File: config.mk
export PLATFORM = sky130hd
export DESIGN_NAME = mem_access_ctrl_flat
export DESIGN_NICKNAME = d
export VERILOG_FILES = /design/src/rtl/mem_access_ctrl_if.sv /design/src/rtl/mem_access_ctrl.sv /design/src/flat_wrapper.sv
export SDC_FILE = /design/constraint.sdc
export NUM_CORES = 1
export LEC_CHECK = 0
export ABC_AREA = 1
export BUFFER_PORTS_ARGS = -buffer_cell sky130_fd_sc_hd__clkbuf_2
export CELL_PAD_IN_SITES_DETAIL_PLACEMENT = 1
export CELL_PAD_IN_SITES_GLOBAL_PLACEMENT = 2
export CORE_MARGIN = 2
export CORE_UTILIZATION = 22
export DETAILED_ROUTE_END_ITERATION = 6
export PLACE_DENSITY_LB_ADDON = 0.15
export SLEW_MARGIN = 10
export SYNTH_ARGS = -nofsm -noshare
export SYNTH_HDL_FRONTEND = slang
export SYNTH_SLANG_ARGS = --single-unit
File: constraint.sdc
create_clock -name clk -period 1.39 [get_ports clk]
set_input_delay 0.0695 -clock clk [delete_from_list [all_inputs] [get_ports clk]]
set_output_delay 0.0695 -clock clk [all_outputs]
set_load 0.1 [all_outputs]
File: src/rtl/mem_access_ctrl_if.sv
// Interface bundling the execute-stage request, the write-back results and
// the data-side bus port of mem_access_ctrl.
//   master : the controller side (mem_access_ctrl)
//   slave  : the surrounding pipeline / memory side
interface mem_access_ctrl_if;
    // Execute-stage request
    logic        req_valid;
    logic        req_we;
    logic [1:0]  req_size;
    logic        req_unsigned;
    logic [31:0] req_addr;
    logic [31:0] req_wdata;
    // Pipeline / write-back results
    logic        mem_stall;
    logic [31:0] read_data;
    logic        read_valid;
    logic [31:0] wb_mask;
    logic        fault;
    // Data-side bus
    logic        bus_req;
    logic        bus_we;
    logic [31:0] bus_addr;
    logic [31:0] bus_wdata;
    logic [3:0]  bus_wstrb;
    logic        bus_ack;
    logic [31:0] bus_rdata;

    modport master (
        input  req_valid, req_we, req_size, req_unsigned, req_addr, req_wdata,
        output mem_stall, read_data, read_valid, wb_mask, fault,
        output bus_req, bus_we, bus_addr, bus_wdata, bus_wstrb,
        input  bus_ack, bus_rdata
    );

    modport slave (
        output req_valid, req_we, req_size, req_unsigned, req_addr, req_wdata,
        input  mem_stall, read_data, read_valid, wb_mask, fault,
        input  bus_req, bus_we, bus_addr, bus_wdata, bus_wstrb,
        output bus_ack, bus_rdata
    );
endinterface

File: src/rtl/mem_access_ctrl.sv
// mem_access_ctrl: sequences execute-stage loads/stores onto a single-
// outstanding data bus. Stalls the pipeline for the access, steers store
// byte lanes/strobes, aligns and extends load data, and flags misaligned
// or illegal-size accesses.
//
// Optional feature: define MEM_ACCESS_TIMEOUT_EN to abort a bus access
// that has not been acknowledged within TIMEOUT_CYCLES cycles. Without the
// macro the controller waits in BUS indefinitely.
module mem_access_ctrl #(
    parameter int unsigned TIMEOUT_CYCLES = 255
) (
    input  logic              clk,
    input  logic              rst,
    mem_access_ctrl_if.master mif
);

    typedef enum logic [1:0] {
        ST_IDLE = 2'd0,
        ST_BUS  = 2'd1,
        ST_DONE = 2'd2
    } state_t;

    localparam logic [1:0] SZ_BYTE = 2'd0;
    localparam logic [1:0] SZ_HALF = 2'd1;
    localparam logic [1:0] SZ_WORD = 2'd2;

    state_t      state_q;

    // Latched request attributes needed after IDLE
    logic        we_q;
    logic [1:0]  size_q;
    logic        uns_q;
    logic [1:0]  lane_q;

    // Registered outputs
    logic        bus_req_q;
    logic        bus_we_q;
    logic [31:0] bus_addr_q;
    logic [31:0] bus_wdata_q;
    logic [3:0]  bus_wstrb_q;
    logic [31:0] read_data_q;
    logic        read_valid_q;
    logic [31:0] wb_mask_q;
    logic        fault_q;

`ifdef MEM_ACCESS_TIMEOUT_EN
    localparam logic [7:0] TMO_LIMIT = 8'(TIMEOUT_CYCLES);
    logic [7:0]  tmo_cnt_q;
`endif

    // Next-value helpers derived from the incoming request / bus data
    logic        misaligned_d;
    logic [31:0] wdata_d;
    logic [3:0]  wstrb_d;
    logic [31:0] shifted_d;
    logic [31:0] rdata_d;
    logic [31:0] mask_d;

    // Classify the incoming request: illegal size or misaligned address
    always_comb begin
        misaligned_d = 1'b0;
        case (mif.req_size)
            SZ_BYTE: misaligned_d = 1'b0;
            SZ_HALF: misaligned_d = mif.req_addr[0];
            SZ_WORD: misaligned_d = (mif.req_addr[1:0] != 2'b00);
            default: misaligned_d = 1'b1;
        endcase
    end

    // Store lane replication and byte strobes; loads never assert strobes
    always_comb begin
        wdata_d = mif.req_wdata;
        wstrb_d = 4'b0000;
        if (mif.req_we) begin
            case (mif.req_size)
                SZ_BYTE: begin
                    wdata_d = {4{mif.req_wdata[7:0]}};
                    wstrb_d = 4'b0001 << mif.req_addr[1:0];
                end
                SZ_HALF: begin
                    wdata_d = {2{mif.req_wdata[15:0]}};
                    wstrb_d = 4'b0011 << mif.req_addr[1:0];
                end
                SZ_WORD: begin
                    wdata_d = mif.req_wdata;
                    wstrb_d = 4'b1111;
                end
                default: begin
                    wdata_d = mif.req_wdata;
                    wstrb_d = 4'b0000;
                end
            endcase
        end else begin
            wdata_d = mif.req_wdata;
            wstrb_d = 4'b0000;
        end
    end

    // Load alignment: shift the addressed lane down, then sign/zero extend
    always_comb begin
        shifted_d = mif.bus_rdata >> {lane_q, 3'b000};
        rdata_d   = shifted_d;
        case (size_q)
            SZ_BYTE: rdata_d = uns_q ? {24'h000000, shifted_d[7:0]}
                                     : {{24{shifted_d[7]}}, shifted_d[7:0]};
            SZ_HALF: rdata_d = uns_q ? {16'h0000, shifted_d[15:0]}
                                     : {{16{shifted_d[15]}}, shifted_d[15:0]};
            default: rdata_d = shifted_d;
        endcase
    end

    // Write-back mask: narrow only for zero-extended byte/half loads
    always_comb begin
        mask_d = 32'hFFFF_FFFF;
        case (size_q)
            SZ_BYTE: mask_d = uns_q ? 32'h0000_00FF : 32'hFFFF_FFFF;
            SZ_HALF: mask_d = uns_q ? 32'h0000_FFFF : 32'hFFFF_FFFF;
            default: mask_d = 32'hFFFF_FFFF;
        endcase
    end

    // Access FSM with registered bus and write-back outputs
    always_ff @(posedge clk) begin
        if (rst) begin
            state_q      <= ST_IDLE;
            we_q         <= 1'b0;
            size_q       <= 2'd0;
            uns_q        <= 1'b0;
            lane_q       <= 2'd0;
            bus_req_q    <= 1'b0;
            bus_we_q     <= 1'b0;
            bus_addr_q   <= 32'h0000_0000;
            bus_wdata_q  <= 32'h0000_0000;
            bus_wstrb_q  <= 4'b0000;
            read_data_q  <= 32'h0000_0000;
            read_valid_q <= 1'b0;
            wb_mask_q    <= 32'h0000_0000;
            fault_q      <= 1'b0;
`ifdef MEM_ACCESS_TIMEOUT_EN
            tmo_cnt_q    <= 8'd0;
`endif
        end else begin
            case (state_q)
                ST_IDLE: begin
                    if (mif.req_valid) begin
                        we_q   <= mif.req_we;
                        size_q <= mif.req_size;
                        uns_q  <= mif.req_unsigned;
                        lane_q <= mif.req_addr[1:0];
                        if (misaligned_d) begin
                            // Abort without touching the bus
                            state_q      <= ST_DONE;
                            fault_q      <= 1'b1;
                            read_valid_q <= 1'b0;
                        end else begin
                            state_q     <= ST_BUS;
                            bus_req_q   <= 1'b1;
                            bus_we_q    <= mif.req_we;
                            bus_addr_q  <= {mif.req_addr[31:2], 2'b00};
                            bus_wdata_q <= wdata_d;
                            bus_wstrb_q <= wstrb_d;
`ifdef MEM_ACCESS_TIMEOUT_EN
                            tmo_cnt_q   <= 8'd0;
`endif
                        end
                    end else begin
                        state_q <= ST_IDLE;
                    end
                end
                ST_BUS: begin
                    // Bus outputs stay frozen until acknowledged
                    if (mif.bus_ack) begin
                        state_q      <= ST_DONE;
                        bus_req_q    <= 1'b0;
                        read_data_q  <= rdata_d;
                        wb_mask_q    <= mask_d;
                        read_valid_q <= ~we_q;
                        fault_q      <= 1'b0;
                    end else begin
`ifdef MEM_ACCESS_TIMEOUT_EN
                        if (tmo_cnt_q + 8'd1 == TMO_LIMIT) begin
                            state_q      <= ST_DONE;
                            bus_req_q    <= 1'b0;
                            read_valid_q <= 1'b0;
                            fault_q      <= 1'b1;
                            tmo_cnt_q    <= tmo_cnt_q + 8'd1;
                        end else begin
                            tmo_cnt_q <= tmo_cnt_q + 8'd1;
                        end
`else
                        state_q <= ST_BUS;
`endif
                    end
                end
                ST_DONE: begin
                    // Single completion cycle; new requests wait for IDLE
                    state_q      <= ST_IDLE;
                    read_valid_q <= 1'b0;
                    fault_q      <= 1'b0;
                end
                default: begin
                    state_q      <= ST_IDLE;
                    bus_req_q    <= 1'b0;
                    read_valid_q <= 1'b0;
                    fault_q      <= 1'b0;
                end
            endcase
        end
    end

    // Stall must react in the request cycle itself, so it is decoded from state
    assign mif.mem_stall  = ~rst & (((state_q == ST_IDLE) & mif.req_valid) |
                                    (state_q == ST_BUS));
    assign mif.bus_req    = bus_req_q;
    assign mif.bus_we     = bus_we_q;
    assign mif.bus_addr   = bus_addr_q;
    assign mif.bus_wdata  = bus_wdata_q;
    assign mif.bus_wstrb  = bus_wstrb_q;
    assign mif.read_data  = read_data_q;
    assign mif.read_valid = read_valid_q;
    assign mif.wb_mask    = wb_mask_q;
    assign mif.fault      = fault_q;

endmodule

File: src/flat_wrapper.sv
// flat-port wrapper written by rule: the top's interface ports become plain ports
module mem_access_ctrl_flat 
#(
    parameter int unsigned TIMEOUT_CYCLES = 255
)
  (clk, rst, mif_req_valid, mif_req_we, mif_req_size, mif_req_unsigned, mif_req_addr, mif_req_wdata, mif_mem_stall, mif_read_data, mif_read_valid, mif_wb_mask, mif_fault, mif_bus_req, mif_bus_we, mif_bus_addr, mif_bus_wdata, mif_bus_wstrb, mif_bus_ack, mif_bus_rdata);
  mem_access_ctrl_if mif_i ();
  input  logic clk;
  input  logic rst;
  input wire logic [$bits(mif_i.req_valid)-1:0] mif_req_valid;
  input wire logic [$bits(mif_i.req_we)-1:0] mif_req_we;
  input wire logic [$bits(mif_i.req_size)-1:0] mif_req_size;
  input wire logic [$bits(mif_i.req_unsigned)-1:0] mif_req_unsigned;
  input wire logic [$bits(mif_i.req_addr)-1:0] mif_req_addr;
  input wire logic [$bits(mif_i.req_wdata)-1:0] mif_req_wdata;
  output wire logic [$bits(mif_i.mem_stall)-1:0] mif_mem_stall;
  output wire logic [$bits(mif_i.read_data)-1:0] mif_read_data;
  output wire logic [$bits(mif_i.read_valid)-1:0] mif_read_valid;
  output wire logic [$bits(mif_i.wb_mask)-1:0] mif_wb_mask;
  output wire logic [$bits(mif_i.fault)-1:0] mif_fault;
  output wire logic [$bits(mif_i.bus_req)-1:0] mif_bus_req;
  output wire logic [$bits(mif_i.bus_we)-1:0] mif_bus_we;
  output wire logic [$bits(mif_i.bus_addr)-1:0] mif_bus_addr;
  output wire logic [$bits(mif_i.bus_wdata)-1:0] mif_bus_wdata;
  output wire logic [$bits(mif_i.bus_wstrb)-1:0] mif_bus_wstrb;
  input wire logic [$bits(mif_i.bus_ack)-1:0] mif_bus_ack;
  input wire logic [$bits(mif_i.bus_rdata)-1:0] mif_bus_rdata;
  assign mif_i.req_valid = mif_req_valid;
  assign mif_i.req_we = mif_req_we;
  assign mif_i.req_size = mif_req_size;
  assign mif_i.req_unsigned = mif_req_unsigned;
  assign mif_i.req_addr = mif_req_addr;
  assign mif_i.req_wdata = mif_req_wdata;
  assign mif_mem_stall = mif_i.mem_stall;
  assign mif_read_data = mif_i.read_data;
  assign mif_read_valid = mif_i.read_valid;
  assign mif_wb_mask = mif_i.wb_mask;
  assign mif_fault = mif_i.fault;
  assign mif_bus_req = mif_i.bus_req;
  assign mif_bus_we = mif_i.bus_we;
  assign mif_bus_addr = mif_i.bus_addr;
  assign mif_bus_wdata = mif_i.bus_wdata;
  assign mif_bus_wstrb = mif_i.bus_wstrb;
  assign mif_i.bus_ack = mif_bus_ack;
  assign mif_i.bus_rdata = mif_bus_rdata;
  mem_access_ctrl #(.TIMEOUT_CYCLES(TIMEOUT_CYCLES)) u_core (.clk(clk), .rst(rst), .mif(mif_i));
endmodule
==> flow_metrics.py, run 1 <==
metrics = {
    "status": {
        "status": "finished, violations left",
        "violations": "negative setup slack",
    },
    "synthesis": {
        "ys_seq_area_frac": 0.409,
        "synth_xor_area_frac": 0,
        "synth-seq-cells": 113,
        "synth_mux_area_frac": 0,
        "yosys.area_share.simple": 0.323,
        "synth_fa_ha_area_frac": 0,
        "syn_avg_cell_area_um2": 6.59,
        "synth_top_family_by_area": "simple AND/OR/NAND/NOR gates",
        "ys_warn_count": 0,
        "postSynthCellCount": 840,
        "synth_area_um2": 5540,
        "yosysUniqueCellTypes": 24,
        "synth-compound-area-share": 0.138,
    },
    "timing": {
        "slew_viol_final": 0,
        "tightest_slew_ns": 0.592,
        "setup_viol": 1,
        "clock.fmax_mhz": 683,
        "period_needed_ns": 1.46,
        "hold_viol_final": 0,
        "setup_slack_ns": -0.0746,
        "period_share": 1.05,
        "rsz0062_at_grt": "true",
        "clock_skew_ns": 0.0163,
        "tns_ns": -0.0746,
        "slew_headroom": 0.607,
    },
    "grt": {
        "grt_pass1_wl_mm": 32.7,
        "grt_max_degree": 56,
        "grt_pass1_vias": 6177,
        "antenna_found_initial": 3,
        "grt-ovfl-total": 0,
        "track_usage": 0.158,
    },
    "clock_tree": {
        "clockBufferDepth": 2,
        "cts_sinks": 113,
        "ctsHtreeMaxLevel": 4,
        "path_clk_slew_ns": 0.06,
        "cts_buffers": 17,
        "root_buffer": "clkbuf_16",
        "clk_latency_ns": 0.42,
        "cts_tree": "done",
    },
    "floorplan": {
        "row_count": 58,
        "core_area_um2": 25000,
        "die-height_um": 163,
        "fp.dieW_um": 163,
        "io_pins": 241,
        "start_util": 0.222,
        "die_area_um2": 26400,
    },
    "worst_setup_path": {
        "cpPeakStageDelay_ns": 0.35,
        "rr_worst_depth": 8,
        "startpoint_type": "register",
        "critPathKind": "register to output port",
        "cp.required_ns": 1.32,
        "worstPathCellList": "nor2_4 > nand2_2 > buf_6 > a21oi_4 > buf_12",
        "crit_path_max_fanout": 3,
        "crit_slowest_cell": "dfxtp_4",
        "worstPathArrival_ns": 1.40,
        "worst_setup_path_end_kind": "output port",
    },
    "place": {
        "place_congestion": 0.752,
        "dpl_cell_area_um2": 7170,
        "place_inst": 1360,
        "numPortBuffers": 238,
        "dp_hpwl_mm": 15.3,
    },
    "layout": {
        "drive_above_1_share": 0.303,
        "nets": 1214,
        "fill_cells": 3158,
        "area_growth_pct": 53.6,
        "postLayoutCellArea_um2": 8500,
        "finalNonFillerCells": 1455,
    },
    "min_path": {
        "worstHoldPathType": "primary input to register",
        "whs_path_depth": 5,
    },
    "pwr": {
        "p_per_area_nw_per_um2": 1310,
        "total_power_uw": 11100,
        "p_leak_uw": 0.00427,
        "peakVddDrop_v": 0.000461,
    },
    "drt": {
        "via_count": 6189,
        "wl_per_cell_um": 14.7,
        "drc": 0,
        "drt-total-wl_mm": 21.4,
        "final_antenna_net_count": 0,
        "drtIter0Drc": 259,
        "viasPerCell": 4.25,
        "firstDrtPassIters": 4,
    },
    "job": {
        "drv_cap": 0,
    },
}
state kept, by name (all words and copies together), names as in the netlist:
signal and flops:
u_core.size_q 2, u_core.mif.bus_we 1, u_core.mif.read_valid 1, u_core.mif.bus_wdata 32, u_core.lane_q 2, u_core.we_q 1, u_core.state_q 2, u_core.mif.bus_req 1
u_core.mif.wb_mask 3, u_core.mif.read_data 32, u_core.uns_q 1, u_core.mif.bus_addr 30, u_core.mif.fault 1, u_core.mif.bus_wstrb 4
report_power, final:
group	internal, uW	switching [uW]	leakage [uW]
clock	2680	1710	0.000267
sequential	3410	107	0.000925
combinational	837	2350	0.00307
placed cells by master, fill, tap and decap left out, drive strengths merged:
| master | n |
|---|---|
| o21a | 25 |
| conb | 2 |
| nand2 | 311 |
| clkinvlp | 6 |
| a31oi | 2 |
| buf | 74 |
| nand3 | 70 |
| nor2 | 62 |
| a21oi | 79 |
| bufinv | 2 |
| diode | 2 |
| o21ai | 30 |
| dlygate4sd3 | 54 |
| inv | 61 |
| dfxtp | 113 |
| clkinv | 5 |
| a22oi | 2 |
| clkbuf | 223 |
| nor3 | 2 |
timing repair:
item	CTS	global route
hold endpoints to repair	54	0
gates resized for setup	3	31
pin swaps	1	3
buffers inserted	1	3
gates cloned	0	4
hold buffers	54	0
setup endpoints to repair	1	80
layout make-up:
type,instances,area (um^2),share of cell area
multi-input combinational,585,2610,0.307
sequential,113,2280,0.268
antenna,2,5.00,0.000589
tap,330,413,0.0486
timing repair buffer,332,2370,0.279
inverter,61,241,0.0284
clock buffer,19,443,0.0521
clock inverter,13,138,0.0162
path summary, 6_finish.rpt:
| path | from | end | slack, ns |
|---|---|---|---|
| hold reg to reg | u_core.we_q$_SDFFE_PP0P_ | u_core.we_q$_SDFFE_PP0P_ | 0.46 |
| setup / recovery | u_core.state_q[1]$_SDFF_PP0_ | mif_mem_stall | -0.07 |
| setup reg to reg | u_core.state_q[1]$_SDFF_PP0_ | u_core.mif.bus_addr[25]$_SDFFE_PP0P_ | 0.09 |
| hold / removal | mif_req_wdata[24] | u_core.mif.bus_wdata[24]$_SDFFE_PP0P_ | 0.007 |
layer usage:
layer | wire length, um | vias to the layer above | track usage | share of wire
met5 | 0 | - | 0 | 0
met4 | 157 | 0 | 0.0447 | 0.0073
met3 | 1810 | 12 | 0.0598 | 0.085
met2 | 9690 | 184 | 0.248 | 0.45
met1 | 9750 | 2822 | 0.203 | 0.46
li1 | - | 3171 | - | -
cell families (layout without fill, tap and decap cells):
group                  count (synthesis)  count (layout)
other                                  1               4
AND/OR/NAND/NOR                      445             445
flip-flops                           113             113
AO/OA/AOI/OAI                        138             138
buffers and inverters                143             425
Yosys cell counts, drive strengths merged:
cell type	number	share of area
nand3	70	0.064
conb	1	0.00068
buf	63	0.075
a21oi	79	0.071
o21ai	30	0.028
nor2	62	0.044
clkinv	1	0.00090
clkbuf	19	0.013
dfxtp	113	0.41
inv	60	0.041
nand2	311	0.21
nor3	2	0.0018
a22oi	2	0.0027
a31oi	2	0.0023
o21a	25	0.034
through the flow:
| stage | util | setup WS (ns) | hold WS (ns) |
|---|---|---|---|
| after floorplan | - | -0.0168 | 0.213 |
| after global placement | 0.287 | 0.0882 | 0.301 |
| after detailed placement | 0.287 | 0.0369 | 0.308 |
| after CTS | 0.333 | -0.115 | 0.00000622 |
| after global routing | 0.341 | -0.136 | 0.0300 |
| final | 0.341 | -0.0746 | 0.00679 |
worst max-delay path, delay by kind of cell, from the launching register on:
family | cells | cell delay [ns]
compound gates | 1 | 0.13
buf+inv | 2 | 0.31
flops | 1 | 0.35
simple gates | 2 | 0.18
Note: power is estimated with default switching activity, not from simulation.
==> run 2, diff against run 1 <==
--- a/config.mk
+++ b/config.mk
@@ -10,7 +10,7 @@
 export CELL_PAD_IN_SITES_DETAIL_PLACEMENT = 1
 export CELL_PAD_IN_SITES_GLOBAL_PLACEMENT = 2
 export CORE_MARGIN = 2
-export CORE_UTILIZATION = 22
+export CORE_UTILIZATION = 24
 export DETAILED_ROUTE_END_ITERATION = 6
 export PLACE_DENSITY_LB_ADDON = 0.15
 export SLEW_MARGIN = 10
==> constraint.sdc (replaced) <==
create_clock -name clk -period 1.45 [get_ports clk]
set_input_delay 0.0725 -clock clk [delete_from_list [all_inputs] [get_ports clk]]
set_output_delay 0.0725 -clock clk [all_outputs]
set_load 0.1 [all_outputs]
==> run 2 against run 1 <==
  * The flow still finishes with violations (negative setup slack)
  * Largest cell class unchanged
  * Routed wire length increased by 0.96%
  * Via count is 0.78% lower
  * Total power is 5.9% lower
  * First-iteration DRC count is 21% lower
  * Critical endpoint unchanged
==> flow_metrics.py, run 2 (synthesized netlist as in run 1, its figures left out) <==
metrics = {
    "status": {
        "status": "finished, violations left",
        "violations": "negative setup slack",
    },
    "timing": {
        "setup_viol": 1,
        "rsz0062_at_grt": "true",
        "period_share": 1.03,
        "tightest_slew_ns": 0.605,
        "slew_viol_final": 0,
        "tns_ns": -0.0488,
        "slew_headroom": 0.599,
        "setup_slack_ns": -0.0488,
        "hold_viol_final": 0,
        "clock.fmax_mhz": 667,
        "clock_skew_ns": 0.00957,
        "period_needed_ns": 1.50,
    },
    "drt": {
        "wl_per_cell_um": 15.4,
        "via_count": 6141,
        "viasPerCell": 4.38,
        "drtIter0Drc": 204,
        "drt-total-wl_mm": 21.6,
        "final_antenna_net_count": 0,
        "drc": 0,
        "firstDrtPassIters": 6,
    },
    "floorplan": {
        "die_area_um2": 24300,
        "io_pins": 241,
        "start_util": 0.244,
        "row_count": 55,
        "fp.dieW_um": 156,
        "core_area_um2": 22600,
        "die-height_um": 156,
    },
    "grt": {
        "track_usage": 0.172,
        "use_met2": 0.280,
        "grt_pass1_wl_mm": 32.7,
        "antenna_found_initial": 0,
        "met1_usage": 0.221,
        "grt-ovfl-total": 0,
        "grt_pass1_vias": 6199,
        "gr-usage-met3": 0.0583,
        "busiest_layer": "met2",
        "grt_max_degree": 53,
    },
    "layout": {
        "diodes": 0,
        "fill_cells": 2879,
        "final_cell_mix": "nand2_1 (298), clkbuf_2 (221), dfxtp_1 (107)",
        "nets": 1209,
        "area_growth_pct": 50.8,
        "finalNonFillerCells": 1403,
        "final_common_cell": "nand2_1",
        "drive_above_1_share": 0.318,
    },
    "worst_setup_path": {
        "cpPeakStageDelay_ns": 0.36,
        "worstPathCellList": "nor2_4 > nand2_2 > buf_8 > a21oi_4 > buf_12",
        "startpoint_type": "register",
        "critPathKind": "register to output port",
        "cpLargestDelayFamily": "flip-flops",
        "cp.buffers_inverters": 2,
        "crit_slowest_cell": "dfxtp_4",
        "cp.required_ns": 1.38,
        "crit_path_max_fanout": 4,
        "worstPathArrival_ns": 1.43,
        "worst_setup_path_end_kind": "output port",
    },
    "clock_tree": {
        "path_clk_slew_ns": 0.06,
        "root_buffer": "clkbuf_16",
        "clk_latency_ns": 0.42,
        "cts_buffers": 17,
        "cts_sinks": 113,
        "cts_tree": "done",
        "ctsHtreeMaxLevel": 4,
        "clockBufferDepth": 2,
    },
    "place": {
        "numPortBuffers": 238,
        "place_congestion": 0.758,
        "dp_hpwl_mm": 14.9,
        "place_inst": 1307,
    },
    "pwr": {
        "p_leak_uw": 0.00419,
        "p_per_area_nw_per_um2": 1250,
        "peakVddDrop_v": 0.000692,
    },
    "min_path": {
        "worstHoldPathType": "primary input to register",
    },
    "job": {
        "drv_cap": 0,
    },
}
==> run 2: changes by cell type in the layout (fill, tap and decap cells not counted), sizes merged <==
cell         previous run  this run
buf                    74        47
clkbuf                223       243
clkinv                  5         7
diode                   2         0
bufinv                  2         1
clkinvlp                6         5
dlygate4sd3            54        55
inv                    61        62
==> run 2: area by class of cell <==
type	instances	area, um^2	share of cell area
Multi-Input combinational cell	585	2680	0.321
Sequential cell	113	2270	0.272
Timing Repair Buffer	327	2230	0.268
Clock buffer	18	429	0.0514
Tap cell	285	357	0.0427
Inverter	61	244	0.0292
Clock inverter	14	134	0.0160
==> run 2: path summary, 6_finish.rpt <==
kind,from,end,slack [ns],cells after the start
max,u_core.state_q[0]$_SDFF_PP0_,mif_mem_stall,-0.05,5
min,mif_req_wdata[23],u_core.mif.bus_wdata[23]$_SDFFE_PP0P_,0.01,5
max reg2reg,u_core.state_q[0]$_SDFF_PP0_,u_core.mif.bus_wstrb[0]$_SDFFE_PP0P_,0.01,8
min reg2reg,u_core.we_q$_SDFFE_PP0P_,u_core.we_q$_SDFFE_PP0P_,0.47,2
==> run 2: worst reg2reg max path, delay by kind of cell (launching register included) <==
kind / cells / cell delay [ns]
buffers and inverters: 3 / 0.44
and+or+nand+nor: 4 / 0.42
DFF: 1 / 0.36
AOI/OAI and AO/OA: 1 / 0.07
==> run 2: routing by layer <==
metal,vias up,part of all wire
met4,0,0.0065
met1,2791,0.45
met3,10,0.076
met2,188,0.46
li1,3152,-
met5,-,0
==> run 2: where the power goes <==
| part | internal [uW] | switching (uW) | total (uW) | leakage [uW] |
|---|---|---|---|---|
| clock | 2380 | 1680 | 4060 | 0.000260 |
| combinational | 754 | 2250 | 3000 | 0.00301 |
| sequential | 3270 | 106 | 3380 | 0.000924 |
==> run 2: what timing repair did <==
item,in CTS,in global routing
hold buffers,55,0
hold endpoints to repair,55,0
setup endpoints to repair,1,98
buffers inserted,3,1
pin swaps,3,3
gates cloned,0,5
resized for setup,5,39
==> run 2: stage by stage <==
stage | hold slack, ns | total power, uW | utilization | worst slack [ns] | cell area [um^2]
after floorplan | 0.216 | 5570 | - | 0.0402 | 5550
after global placement | 0.304 | 6240 | 0.307 | 0.0759 | 6950
after CTS | 0.00342 | 10500 | 0.358 | -0.0955 | 8100
final | 0.0113 | 10400 | 0.369 | -0.0488 | 8350
after global routing | 0.0302 | 11000 | 0.369 | -0.112 | 8350
after detailed placement | 0.310 | 6240 | 0.307 | 0.0443 | 6950
==> run 3, diff against run 2 <==
--- a/config.mk
+++ b/config.mk
@@ -9,6 +9,7 @@
 export BUFFER_PORTS_ARGS = -buffer_cell sky130_fd_sc_hd__clkbuf_2
 export CELL_PAD_IN_SITES_DETAIL_PLACEMENT = 1
 export CELL_PAD_IN_SITES_GLOBAL_PLACEMENT = 2
+export CORE_ASPECT_RATIO = 0.5
 export CORE_MARGIN = 2
 export CORE_UTILIZATION = 24
 export DETAILED_ROUTE_END_ITERATION = 6
==> run 3 against run 2 <==
  * The run still ends with negative setup slack left
  * First-iteration DRC count rose by 53%
  * Sequential power barely moved
  * Hold slack gained 0.0051 ns
  * Register-to-register slack gained 0.11 ns
  * Total power up 6.3%
  * Setup slack better by 0.019 ns
  * Clock skew decreased by 0.0025 ns
  * Clock power rose by 17%
  * Global-route usage increased by 0.77 points
  * Die area is 0.31% higher
  * Critical path depth unchanged
  * Sequential share of layout area fell by 0.26 points
  * Critical path type unchanged
  * Largest cell class unchanged
  * Largest power group unchanged
==> flow_metrics.py, run 3 (synthesized netlist as in run 1, its figures left out) <==
metrics = {
    "layout": {
        "area_growth_pct": 52.4,
        "final_common_cell": "nand2_1",
        "drive_above_1_share": 0.290,
        "nets": 1217,
        "final_cell_mix": "nand2_1 (307), clkbuf_2 (221), dfxtp_1 (107)",
        "diodes": 0,
    },
    "pwr": {
        "power_frac_seq": 0.304,
        "p_per_area_nw_per_um2": 1320,
        "switching_share": 0.355,
        "p_clk_frac": 0.427,
        "pwr-share-comb": 0.269,
        "p_leak_uw": 0.00426,
        "switchingPower_uw": 3930,
        "internal_power_uw": 7160,
        "total_power_uw": 11100,
        "peakVddDrop_v": 0.000605,
    },
    "clock_tree": {
        "cts_sinks": 113,
        "clockBufferDepth": 2,
        "path_clk_slew_ns": 0.06,
        "cts_tree": "done",
        "clk_latency_ns": 0.43,
        "ctsHtreeMaxLevel": 4,
        "cts_buffers": 17,
        "root_buffer": "clkbuf_16",
    },
    "timing": {
        "clock.fmax_mhz": 676,
        "period_share": 1.02,
        "slew_headroom": 0.617,
        "clock_skew_ns": 0.00709,
        "period_needed_ns": 1.48,
        "setup_slack_ns": -0.0301,
        "whs_ns": 0.0164,
        "slew_viol_final": 0,
        "rsz0062_at_grt": "true",
        "hold_viol_final": 0,
        "setup_viol": 1,
        "tightest_slew_ns": 0.577,
    },
    "place": {
        "place_congestion": 0.759,
        "numPortBuffers": 238,
        "dp_hpwl_mm": 15.3,
        "place_worst_setup_slack_ns": 0.00586,
    },
    "worst_setup_path": {
        "timing.rr.start": "u_core.state_q[0]$_SDFF_PP0_",
        "rr_worst_depth": 7,
        "crit_path_max_fanout": 3,
        "cp.required_ns": 1.38,
        "r2r_setup_slack_ns": 0.12,
        "worstPathArrival_ns": 1.41,
        "worst_setup_path_end_kind": "output port",
        "startpoint_type": "register",
        "critPathKind": "register to output port",
        "r2r_end": "u_core.mif.read_data[17]$_SDFFE_PP0N_",
    },
    "floorplan": {
        "io_pins": 241,
        "fp.dieW_um": 219,
        "die-height_um": 111,
        "core_area_um2": 22700,
        "start_util": 0.243,
        "row_count": 39,
        "die_area_um2": 24400,
    },
    "min_path": {
        "holdPathEnd": "u_core.mif.read_data[3]$_SDFFE_PP0N_",
        "worstHoldPathType": "primary input to register",
        "hold_path.startpoint": "mif_bus_rdata[3]",
        "whs_path_depth": 5,
    },
    "drt": {
        "drtIter0Drc": 313,
        "viasPerCell": 4.33,
        "drc": 0,
        "firstDrtPassIters": 6,
        "final_antenna_net_count": 0,
        "drt-total-wl_mm": 21.7,
        "via_count": 6210,
        "wl_per_cell_um": 15.1,
    },
    "grt": {
        "grt_max_degree": 56,
        "grt_pass1_wl_mm": 34.1,
        "grt_pass1_vias": 6379,
        "antenna_found_initial": 0,
        "track_usage": 0.180,
        "grt-ovfl-total": 0,
    },
    "job": {
        "drv_cap": 0,
    },
    "status": {
        "status": "finished, violations left",
        "violations": "negative setup slack",
    },
}
-- run 3: cell count changes in the layout (fill, tap and decap cells not counted), moves of 3 or more --
cell / delta
nand2_1: +9
inv_2: +3
clkbuf_16: -3
buf_4: -3
a21oi_2: -21
a21oi_1: +21
nand2_2: -9
clkinv_4: -3
bufinv_16: +4
dlygate4sd3_1: +12
-- run 3: per-stage QoR --
| stage | instance area [um^2] | instances | utilization | TNS (ns) |
|---|---|---|---|---|
| global route | 8440 | 1433 | 0.371 | -0.109 |
| CTS | 8360 | 1430 | 0.368 | -0.0848 |
| finish | 8440 | 1433 | 0.371 | -0.0301 |
| global placement | 7000 | 1328 | 0.308 | 0 |
| floorplan | 5550 | 841 | - | 0 |
| detailed placement | 7000 | 1328 | 0.308 | 0 |
-- run 3: worst max-delay path, stage by stage, from the launching register on --
cell and delay [ns]:
dfxtp_4 0.35, nor2_4 0.11, nand2_2 0.07, buf_6 0.12
a21oi_4 0.13, buf_12 0.18
-- run 3: per-layer routing --
layer,up-vias,part of all wire,track usage
met1,2913,0.46,0.221
li1,3166,-,-
met2,108,0.48,0.307
met5,-,0,0
met3,23,0.045,0.0448
met4,0,0.015,0.0631
-- run 3: how the worst max path moves through the flow --
stage	start	end	slack (ns)	cells past startpoint
6_report	u_core.state_q[1]$_SDFF_PP0_	mif_mem_stall	-0.03	5
5_1_grt	u_core.state_q[1]$_SDFF_PP0_	mif_mem_stall	-0.11	5
4_1_cts	u_core.state_q[0]$_SDFF_PP0_	mif_mem_stall	-0.08	5
3_5_place_dp	u_core.state_q[0]$_SDFF_PP0_	u_core.mif.bus_wdata[1]$_SDFFE_PP0P_	0.006	8
3_3_place_gp	u_core.state_q[0]$_SDFF_PP0_	u_core.mif.bus_wdata[4]$_SDFFE_PP0P_	0.05	8
2_1_floorplan	u_core.state_q[0]$_SDFF_PP0_	mif_mem_stall	0.04	4
-- run 3: power by group through the flow --
stage	clock, uW	combinational, uW	sequential, uW
floorplan	0	1090	4490
global route	5020	3200	3400
global placement	0	2800	3440
detailed placement	0	2810	3450
CTS	4890	2980	3380
finish	4730	2980	3380
-- run 3: what timing repair did --
| action | CTS | global route |
|---|---|---|
| hold buffers | 67 | 0 |
| cloned | 0 | 1 |
| setup buffers | 3 | 2 |
| pin swaps | 2 | 3 |
| gates resized for setup | 4 | 13 |
| hold endpoints to repair | 66 | 0 |
| setup endpoints to repair | 4 | 63 |
-- run 3: cell type report --
cell class | count | area, um^2
Clock buffer | 19 | 453
Clock inverter | 13 | 208
Fill cell | 2900 | 14300
Inverter | 61 | 245
Multi-Input combinational cell | 585 | 2590
Sequential cell | 113 | 2270
Tap cell | 307 | 384
Timing Repair Buffer | 335 | 2280
